<file path="config.mk">
export PLATFORM = sky130hd
export DESIGN_NAME = inv_mix_col_unit_flat
export DESIGN_NICKNAME = d
export VERILOG_FILES = /design/src/rtl/inv_mix_col_unit_pkg.sv /design/src/rtl/inv_mix_col_unit_if.sv /design/src/rtl/inv_mix_col_unit_gf_mul8.sv /design/src/rtl/inv_mix_col_unit.sv /design/src/flat_wrapper.sv
export SDC_FILE = /design/constraint.sdc
export NUM_CORES = 1
export LEC_CHECK = 0
export CORE_ASPECT_RATIO = 0.9
export CORE_MARGIN = 5
export CORE_UTILIZATION = 40
export CTS_CLUSTER_SIZE = 40
export DETAILED_ROUTE_END_ITERATION = 6
export DONT_BUFFER_PORTS = 1
export GPL_ROUTABILITY_DRIVEN = 0
export PLACE_DENSITY_LB_ADDON = 0.3
export REMOVE_ABC_BUFFERS = 1
export SETUP_SLACK_MARGIN = 0.1
export SLEW_MARGIN = 20
export SYNTH_ARGS = -nofsm -noshare
export SYNTH_HDL_FRONTEND = slang
export SYNTH_HIERARCHICAL = 1
export SYNTH_SLANG_ARGS = --single-unit
</file>
<file path="constraint.sdc">
create_clock -name clk -period 4.7 [get_ports clk]
set_clock_uncertainty 0.15 [all_clocks]
set_input_delay 0.235 -clock clk [delete_from_list [all_inputs] [get_ports clk]]
set_output_delay 0.235 -clock clk [all_outputs]
set_load 0.01 [all_outputs]
</file>
<file path="src/rtl/inv_mix_col_unit_pkg.sv">
`default_nettype none
// ============================================================================
//  Module   : inv_mix_pkg
//  Purpose  : Shared FSM states and constants for the InvMixColumns unit.
//  Revision : 1.0  initial release
// ============================================================================
package inv_mix_pkg;

    typedef enum logic [1:0] {
        IDLE = 2'd0,
        CALC = 2'd1,
        DONE = 2'd2
    } state_t;

    // Indexed M[row][col]; each row is written {c3, c2, c1, c0}
    localparam logic [3:0][3:0][7:0] M = {
        {8'h0e, 8'h09, 8'h0d, 8'h0b},
        {8'h0b, 8'h0e, 8'h09, 8'h0d},
        {8'h0d, 8'h0b, 8'h0e, 8'h09},
        {8'h09, 8'h0d, 8'h0b, 8'h0e}
    };

    localparam logic [7:0] GF_POLY = 8'h1b;

endpackage
`default_nettype wire

</file>
<file path="src/rtl/inv_mix_col_unit_if.sv">
`default_nettype none
// ============================================================================
//  Module   : inv_mix_col_unit_if
//  Purpose  : Column-in / column-out valid-ready bus for the InvMixColumns unit.
//  Revision : 1.0  initial release
// ============================================================================
interface inv_mix_col_unit_if;

    logic        in_valid;
    logic        in_ready;
    logic [31:0] col_in;
    logic        out_valid;
    logic        out_ready;
    logic [31:0] col_out;
    logic        busy;

    modport master (
        output in_valid, col_in, out_ready,
        input  in_ready, out_valid, col_out, busy
    );

    modport slave (
        input  in_valid, col_in, out_ready,
        output in_ready, out_valid, col_out, busy
    );

endinterface
`default_nettype wire

</file>
<file path="src/rtl/inv_mix_col_unit_gf_mul8.sv">
`default_nettype none
// ============================================================================
//  Module   : gf_mul8
//  Purpose  : Combinational GF(2^8) multiply, reduction polynomial 0x11b.
//  Revision : 1.0  initial release
// ============================================================================
module gf_mul8
    import inv_mix_pkg::*;
(
    input  wire logic [7:0] a,
    input  wire logic [7:0] b,
    output logic      [7:0] product
);

    logic [7:0] w_a;
    logic [7:0] w_p;

    // Shift-and-xor: w_a walks through a*x^i, reduced whenever bit 7 falls off
    always_comb begin
        w_a = a;
        w_p = '0;
        for (int i = 0; i < 8; i++) begin
            if (b[i]) begin
                w_p = w_p ^ w_a;
            end
            w_a = {w_a[6:0], 1'b0} ^ (w_a[7] ? GF_POLY : 8'h00);
        end
    end

    assign product = w_p;

endmodule
`default_nettype wire

</file>
<file path="src/rtl/inv_mix_col_unit.sv">
`default_nettype none
// ============================================================================
//  Module   : inv_mix_col_unit
//  Purpose  : AES InvMixColumns on one 32-bit column, one GF product per cycle.
//  Revision : 1.0  initial release
// ============================================================================
module inv_mix_col_unit
    import inv_mix_pkg::*;
(
    input  wire logic          clk,
    input  wire logic          rst,
    inv_mix_col_unit_if.slave  bus
);

    state_t          r_state;
    state_t          w_state_nxt;
    logic [3:0][7:0] r_col;
    logic [3:0][7:0] w_col_nxt;
    logic [3:0][7:0] r_acc;
    logic [3:0][7:0] w_acc_nxt;
    logic [3:0]      r_cnt;
    logic [3:0]      w_cnt_nxt;

    logic [1:0]      w_row;
    logic [1:0]      w_colsel;
    logic [7:0]      w_mul_a;
    logic [7:0]      w_mul_b;
    logic [7:0]      w_prod;

    // cnt walks the matrix row-major: upper bits pick the row, lower the column
    assign w_row    = r_cnt[3:2];
    assign w_colsel = r_cnt[1:0];
    assign w_mul_a  = M[w_row][w_colsel];
    assign w_mul_b  = r_col[w_colsel];

    gf_mul8 u_gf_mul8 (
        .a       (w_mul_a),
        .b       (w_mul_b),
        .product (w_prod)
    );

    always_ff @(posedge clk) begin
        if (rst) begin
            r_state <= IDLE;
            r_col   <= '0;
            r_acc   <= '0;
            r_cnt   <= '0;
        end else begin
            r_state <= w_state_nxt;
            r_col   <= w_col_nxt;
            r_acc   <= w_acc_nxt;
            r_cnt   <= w_cnt_nxt;
        end
    end

    always_comb begin
        w_state_nxt = r_state;
        w_col_nxt   = r_col;
        w_acc_nxt   = r_acc;
        w_cnt_nxt   = r_cnt;
        case (r_state)
            IDLE: begin
                if (bus.in_valid) begin
                    w_state_nxt = CALC;
                    w_col_nxt   = bus.col_in;
                    w_acc_nxt   = '0;
                    w_cnt_nxt   = '0;
                end
            end
            CALC: begin
                w_acc_nxt[w_row] = r_acc[w_row] ^ w_prod;
                w_cnt_nxt        = r_cnt + 4'd1;
                if (r_cnt == 4'd15) begin
                    w_state_nxt = DONE;
                end
            end
            DONE: begin
                // Returning to IDLE first keeps a new accept one cycle after the handshake
                if (bus.out_ready) begin
                    w_state_nxt = IDLE;
                end
            end
            default: begin
                w_state_nxt = IDLE;
            end
        endcase
    end

    assign bus.in_ready  = (r_state == IDLE);
    assign bus.busy      = (r_state == CALC);
    assign bus.out_valid = (r_state == DONE);
    assign bus.col_out   = (r_state == DONE) ? r_acc : 32'h0;

endmodule
`default_nettype wire

</file>
<file path="src/flat_wrapper.sv">
// flat-port wrapper written by rule: the top's interface ports become plain ports
module inv_mix_col_unit_flat import inv_mix_pkg::*;
  (clk, rst, bus_in_valid, bus_col_in, bus_out_ready, bus_in_ready, bus_out_valid, bus_col_out, bus_busy);
  inv_mix_col_unit_if bus_i ();
  input  wire logic clk;
  input  wire logic rst;
  input wire logic [$bits(bus_i.in_valid)-1:0] bus_in_valid;
  input wire logic [$bits(bus_i.col_in)-1:0] bus_col_in;
  input wire logic [$bits(bus_i.out_ready)-1:0] bus_out_ready;
  output wire logic [$bits(bus_i.in_ready)-1:0] bus_in_ready;
  output wire logic [$bits(bus_i.out_valid)-1:0] bus_out_valid;
  output wire logic [$bits(bus_i.col_out)-1:0] bus_col_out;
  output wire logic [$bits(bus_i.busy)-1:0] bus_busy;
  assign bus_i.in_valid = bus_in_valid;
  assign bus_i.col_in = bus_col_in;
  assign bus_i.out_ready = bus_out_ready;
  assign bus_in_ready = bus_i.in_ready;
  assign bus_out_valid = bus_i.out_valid;
  assign bus_col_out = bus_i.col_out;
  assign bus_busy = bus_i.busy;
  inv_mix_col_unit u_core (.clk(clk), .rst(rst), .bus(bus_i));
endmodule
</file>
== After elaboration in Yosys (flattened, before gate mapping) ==
Index checks and enable logic that the tools add are counted.
Storage, ports and cells
  flip-flop bits (word level): 70
  input port bits: 36
  output and inout port bits: 35
  logic and storage cells: 76
Cells by class
  $add $sub $neg: 1
  order comparisons: 3
  equal/unequal tests: 6
  multiplexer cells: 35
  bitwise logic cells: 15
  reduce and logical (&&, ||, !) cells: 6
Operator list (number)
  2-to-1 mux 32 bit: 3
  2-to-1 mux 8 bit: 12
  binary-select mux 32 bit (select 2 bit): 1
  case mux 32 bit (2 select lines): 1
  XOR 8 bit: 8
  XOR 8 x 5 -> 8 bit: 7
  binary-select mux 8 bit (select 2 bit): 3
  2-to-1 mux 5 bit: 7
  bitwise mux 32 bit: 1
  demux 8 bit (select 2 bit): 1
  case mux 4 bit (2 select lines): 1
  < comparator 2 x 3 -> 1 bit (second input constant): 2
  2-to-1 mux 2 bit: 3
  case mux 2 bit (3 select lines): 1
  adder 4 x 1 -> 4 bit (second input constant): 1
  == test 4 bit (second input constant): 1
  2-to-1 mux 4 bit: 1
  inequality test 2 bit (second input constant): 2
  AND reduction 2 bit: 2
  AND reduction 3 bit: 1
  == test 2 x 1 -> 1 bit (second input constant): 1
  == test 2 bit (second input constant): 1
  greater-or-equal comparator 2 x 1 -> 1 bit (second input constant): 1
  zero test 2 bit: 1
  other kinds (3): 3

== Logic depth before layout (Yosys ltp) ==
  depth after elaboration: 23
  gate-level depth with buffers: 14
  gate-level depth less buffers: 12

== Hierarchy ==
Netlist, hierarchy kept.
Modules (own cells, without submodules)
  inv_mix_col_unit: times used 1, cells each 330, area an instance 3276.9 sq um, seq. area each 1401.3 sq um
  gf_mul8: times used 1, cells each 177, area an instance 1320.0 sq um, seq. area each 0.0 sq um

== Least setup slack after synthesis ==
Ideal clock, no wire load.
  path type: flip-flop to flip-flop
  start point: reg u_core.r_cnt[2]
  end point: reg u_core/r_acc[31] (netlist name)
  arrival time: 2970 ps
  required time: 4424 ps
  setup slack: 1454 ps
  cell stages (with the launch flop): 15
  buffers on the path: 2
  clock period less this slack: 3246 ps
  cell sequence: dfxtp_1 buf_2 inv_1 ha_1 mux4_2 inv_1 clkbuf_1 xor2_1 xnor2_1 nand2_1 xnor2_1 xnor2_1 xnor2_1 xnor2_1 o2bb2ai_1
On the way
  elaborated cells on any way between the ends: 40
  classes of those cells: order compare (2); mux (22); bitwise (15); reduce/logical (1)
RTL lines
  start: declaration: line inv_mix_col_unit.sv:21  | logic [3:0] r_cnt;
  start signal: assignment: line inv_mix_col_unit.sv:52  | r_cnt <= w_cnt_nxt;
  binary-select mux 32 bit (select 2 bit): line inv_mix_col_unit.sv:33  | assign w_mul_a = M[w_row][w_colsel];
  2-to-1 mux 32 bit (not written as such): line inv_mix_col_unit.sv:33
  binary-select mux 8 bit (select 2 bit): line inv_mix_col_unit.sv:33
  2-to-1 mux 8 bit (not written as such): line inv_mix_col_unit.sv:33
  net u_core.w_mul_a[0]: line inv_mix_col_unit.sv:26  | logic [7:0] w_mul_a;
  XOR 8 x 5 -> 8 bit (7 in a row): line inv_mix_col_unit_gf_mul8.sv:26  | w_a = {w_a[6:0], 1'b0} ^ (w_a[7] ? GF_POLY : 8'h00);
  XOR 8 bit: line inv_mix_col_unit_gf_mul8.sv:24  | w_p = w_p ^ w_a;
  2-to-1 mux 8 bit: line inv_mix_col_unit_gf_mul8.sv:23  | if (b[i]) begin
  net u_core.w_prod[7]: line inv_mix_col_unit.sv:28  | logic [7:0] w_prod;
  XOR 8 bit: line inv_mix_col_unit.sv:71  | w_acc_nxt[w_row] = r_acc[w_row] ^ w_prod;
  bitwise mux 32 bit: line inv_mix_col_unit.sv:71
  case mux 32 bit (2 select lines): line inv_mix_col_unit.sv:61  | case (r_state)
  end signal: assignment: line inv_mix_col_unit.sv:51  | r_acc <= w_acc_nxt;
  end: declaration: line inv_mix_col_unit.sv:19  | logic [3:0][7:0] r_acc;
The timed path passes the listed nets, and every way through them passes these cells. The select of a mux whose other input is x is not followed.
A chain may end at the register's enable or synchronous reset.

== Final worst setup path ==
  start point: reg u_core.r_cnt[3]
  end point: reg u_core/r_acc[4] (netlist name)
On the way
  elaborated cells on any way between the ends: 43
  classes of those cells: order compare (2); mux (25); bitwise (15); reduce/logical (1)
RTL lines (line)
  binary-select mux 32 bit (select 2 bit) *: inv_mix_col_unit.sv:33
  2-to-1 mux 32 bit (not written as such) *: inv_mix_col_unit.sv:33
  binary-select mux 8 bit (select 2 bit) *: inv_mix_col_unit.sv:33
  2-to-1 mux 8 bit (not written as such) *: inv_mix_col_unit.sv:33
  net u_core.w_mul_a[0]: inv_mix_col_unit.sv:26
  XOR 8 x 5 -> 8 bit * (4 in a row): inv_mix_col_unit_gf_mul8.sv:26
  XOR 8 bit *: inv_mix_col_unit_gf_mul8.sv:24
  2-to-1 mux 8 bit *: inv_mix_col_unit_gf_mul8.sv:23
  [... 2 more ...]
  XOR 8 bit: inv_mix_col_unit_gf_mul8.sv:24
  2-to-1 mux 8 bit *: inv_mix_col_unit_gf_mul8.sv:23
  XOR 8 bit: inv_mix_col_unit_gf_mul8.sv:24
  2-to-1 mux 8 bit *: inv_mix_col_unit_gf_mul8.sv:23
  net u_core.w_prod[4]: inv_mix_col_unit.sv:28
  XOR 8 bit *: inv_mix_col_unit.sv:71
  bitwise mux 32 bit *: inv_mix_col_unit.sv:71
  case mux 32 bit (2 select lines) *: inv_mix_col_unit.sv:61
The timed path passes the listed nets; every way through them passes the cells marked *. The select of a mux whose other input is x is not followed.

==> out/metrics.csv <==
metric;value;unit
maxSlewViolCount;0;
drcViolationCount;0;
die_w;123;um
synth_top_family_by_area;XOR/XNOR gates;
htree_num_levels;3;
synth_fa_ha_area_share;1.63;%
viasPerCell;5.16;
final.fill_count;1092;
netlist_area;4600;um2
r2r_cells;12;
num_vias;3568;
crit_arrival;3.87;ns
fin_crit_sh;81.2;%
synth-async-reset-ratio;0;%
synth_seq_area_share;30.5;%
die_y;112;um
first_pass_iters;4;
routed_wl;11000;um
row_count;37;
peakVddDrop;0.000197;V
outcome;completed;
cp_num_buf_inv;2;
synth_edf_count;0;
critical_path_class;flip-flop to flip-flop;
grt_max_degree;41;
synth_warnings;6;
portBuffers;0;
crit_chain;inv_1 -> ha_1 -> mux4_2 -> inv_1 -> xor2_1 -> xnor2_1 -> nand2_1 -> xnor2_1 -> xnor2_1 -> xnor2_1 -> xnor2_1 -> o2bb2ai_1;
critical_path_required;4.76;ns
hold_path.class;primary input to flip-flop;
r2r-end;u_core/r_acc[4];
finalHoldViolations;0;
path_clk_slew;0.06;ns
clk-insertion-delay-late;0.34;ns
yosysUniqueCellTypes;44;
p_leak;1.85;nW
postSynthCellCount;507;
drt-wirelength-per-cell;15.9;um
ant_nets;0;
io_pins;71;
start_kind;flip-flop;
maxCapViolations;0;
nets;572;
ff2ff_setup_slack;0.88;ns
cts_root_buffer;clkbuf_16;
setup_violations;0;
synth.area.mux_share;10.7;%
crit_cells;12;
grt_usage;16.6;%
period_needed;3.82;ns
cts_tree;built;
endpoint;u_core/r_acc[4];
clockBufferDepth;2;
ys_ff_latch;70;
drive_gt1_share;12.1;%
cts_made_buffers;9;
postSynthAreaPerCell;9.07;um2
synth-xor-area-share;20.4;%
end_kind;flip-flop;
cpMostUsedCell;xnor2_1;
placed_area;4660;um2
crit_fanout;14;
final_area;5350;um2
diodes;0;
worst_path_max_delay_cell;dfxtp_1;
dr.first_iter.drc_count;123;
max_freq;262;MHz
cts.sinks;70;
place_hpwl;7620;um
cts_setup_buffers;0;
grt_pass1_wl;18300;um
p_per_area;336;nW/um2
final_core_util;47.2;%
synth_ff_type;dfxtp_1;
synth-simple-area-share;17.1;%
synth_compound_area_share;14.3;%
initial_core_util;40.5;%
rsz0062_at_grt;false;
core_area;11300;um2
critPathTopFamily;XOR/XNOR gates;
rr_startpoint;u_core/r_cnt[3];
antenna_found_initial;0;
dieArea;13700;um2
slew_headroom;31.5;%
grt_pass1_vias;3756;
setup_tns;0;ns
grt_overflow;0;
worst-slew-pin-transition;1.03;ns
area_delta_synth_final;16.4;%
crit_path_start;u_core/r_cnt[3];
cp_slowest_stage_delay;0.81;ns
-- power breakdown --
group          internal, mW  total [mW]  switching [mW]
clock                 0.418       0.696           0.278
sequential            0.620       0.640          0.0203
combinational         0.213       0.462           0.250
total                  1.25        1.80           0.548
-- cells by family after synthesis --
| family | after synthesis |
|---|---|
| simple gates | 175 |
| compound gates | 93 |
| xor+xnor | 88 |
| flops | 70 |
| buf+inv | 46 |
| mux | 27 |
| fa+ha+maj | 6 |
| other cells | 2 |
-- layer usage --
layer / part of all wire (%) / global-route usage (%)
met2: 49 / 27.5
met4: 1.4 / 4.87
met3: 4.7 / 3.81
met1: 45 / 21.6
met5: 0 / 0
-- cells in the final DEF (no fill, tap or decap), types with 2 or more instances in the layout --
master / Yosys / routed
nand3_1: 6 / 6
dfxtp_1: 70 / 70
conb_1: 2 / 12
xnor3_1: 3 / 3
xnor2_1: 53 / 53
a21oi_2: 4 / 4
o221a_2: 2 / 2
xor2_4: 2 / 2
mux2_2: 4 / 4
buf_4: 7 / 3
clkinvlp_4: 0 / 2
inv_1: 9 / 9
mux4_2: 16 / 16
nor2_1: 10 / 10
a21oi_1: 39 / 39
o221ai_1: 2 / 2
a211oi_1: 2 / 2
dlygate4sd3_1: 0 / 34
xnor2_2: 9 / 9
ha_1: 6 / 6
clkbuf_16: 0 / 9
nor3b_1: 2 / 2
o22ai_1: 2 / 2
a22oi_1: 3 / 3
xor2_1: 18 / 18
mux2i_1: 6 / 6
xor2_2: 3 / 3
clkinv_4: 0 / 2
nand2_1: 116 / 116
and2_1: 32 / 32
o2bb2ai_1: 32 / 32
nand2b_1: 3 / 3
-- synth_stat cells, types with 2 or more instances --
cell         n  area [um2]
conb_1       2        7.51
mux2i_1      6        60.1
mux2_2       4        45.0
buf_4        7        52.6
o2bb2ai_1   32         280
nor2b_1      2        12.5
nand2b_1     3        18.8
o221a_2      2        22.5
xor2_4       2        55.1
and2_1      32         200
o22ai_1      2        12.5
xnor2_1     53         464
nor2_1      10        37.5
xnor3_1      3        67.6
nor3b_2      2        25.0
ha_1         6        75.1
a211oi_1     2        15.0
dfxtp_1     70        1400
nand2_1    116         435
xnor2_2      9         146
mux4_2      16         360
a22oi_1      3        22.5
xor2_1      18         158
nor3b_1      2        15.0
buf_2       10        50.1
o221ai_1     2        17.5
inv_1        9        33.8
clkbuf_1    16        60.1
nand3_1      6        30.0
xor2_2       3        48.8
a21oi_2      4        35.0
buf_6        3        33.8
a21oi_1     39         195
-- cell type report --
class,instances,area [um2],area share (%)
multi-input combinational,401,3010,56.3
sequential,70,1400,26.2
timing repair buffer,39,398,7.44
clock buffer,9,225,4.21
tap,156,195,3.65
clock inverter,7,82.6,1.54
inverter,9,33.8,0.632
-- state kept, by name (all words and copies together) (netlist names) --
signal / cells
u_core/r_acc: 32
u_core/r_col: 32
u_core/r_cnt: 4
u_core/r_state: 2
-- stage by stage --
step           hold WS [ns]  cells  power, mW  setup slack, ns
6_report             0.0116    691       1.80            0.884
5_1_grt              0.0253    691       1.88            0.551
4_1_cts            0.000606    690       1.80            0.872
3_5_place_dp          0.162    639       1.08            0.903
3_3_place_gp          0.160    639       1.07             1.02
2_1_floorplan         0.154    480       1.00             1.49
-- how the worst min path moves through the flow --
stage | start | endpoint | slack, ns | cells past startpoint
after floorplan | rst | u_core/r_cnt[1] | 0.15 | 1
after global placement | rst | u_core/r_cnt[1] | 0.16 | 1
after detailed placement | rst | u_core/r_col[31] | 0.16 | 1
after CTS | rst | u_core/r_acc[13] | 0.0006 | 2
after global routing | rst | u_core/r_acc[14] | 0.03 | 2
final | rst | u_core/r_acc[11] | 0.01 | 2
-- repair_timing --
item,in CTS,in global routing
setup endpoints to repair,0,0
resized for setup,0,0
hold buffers,35,0
endpoints found under the hold margin,49,0
Note: power is estimated with default switching activity, not from simulation.
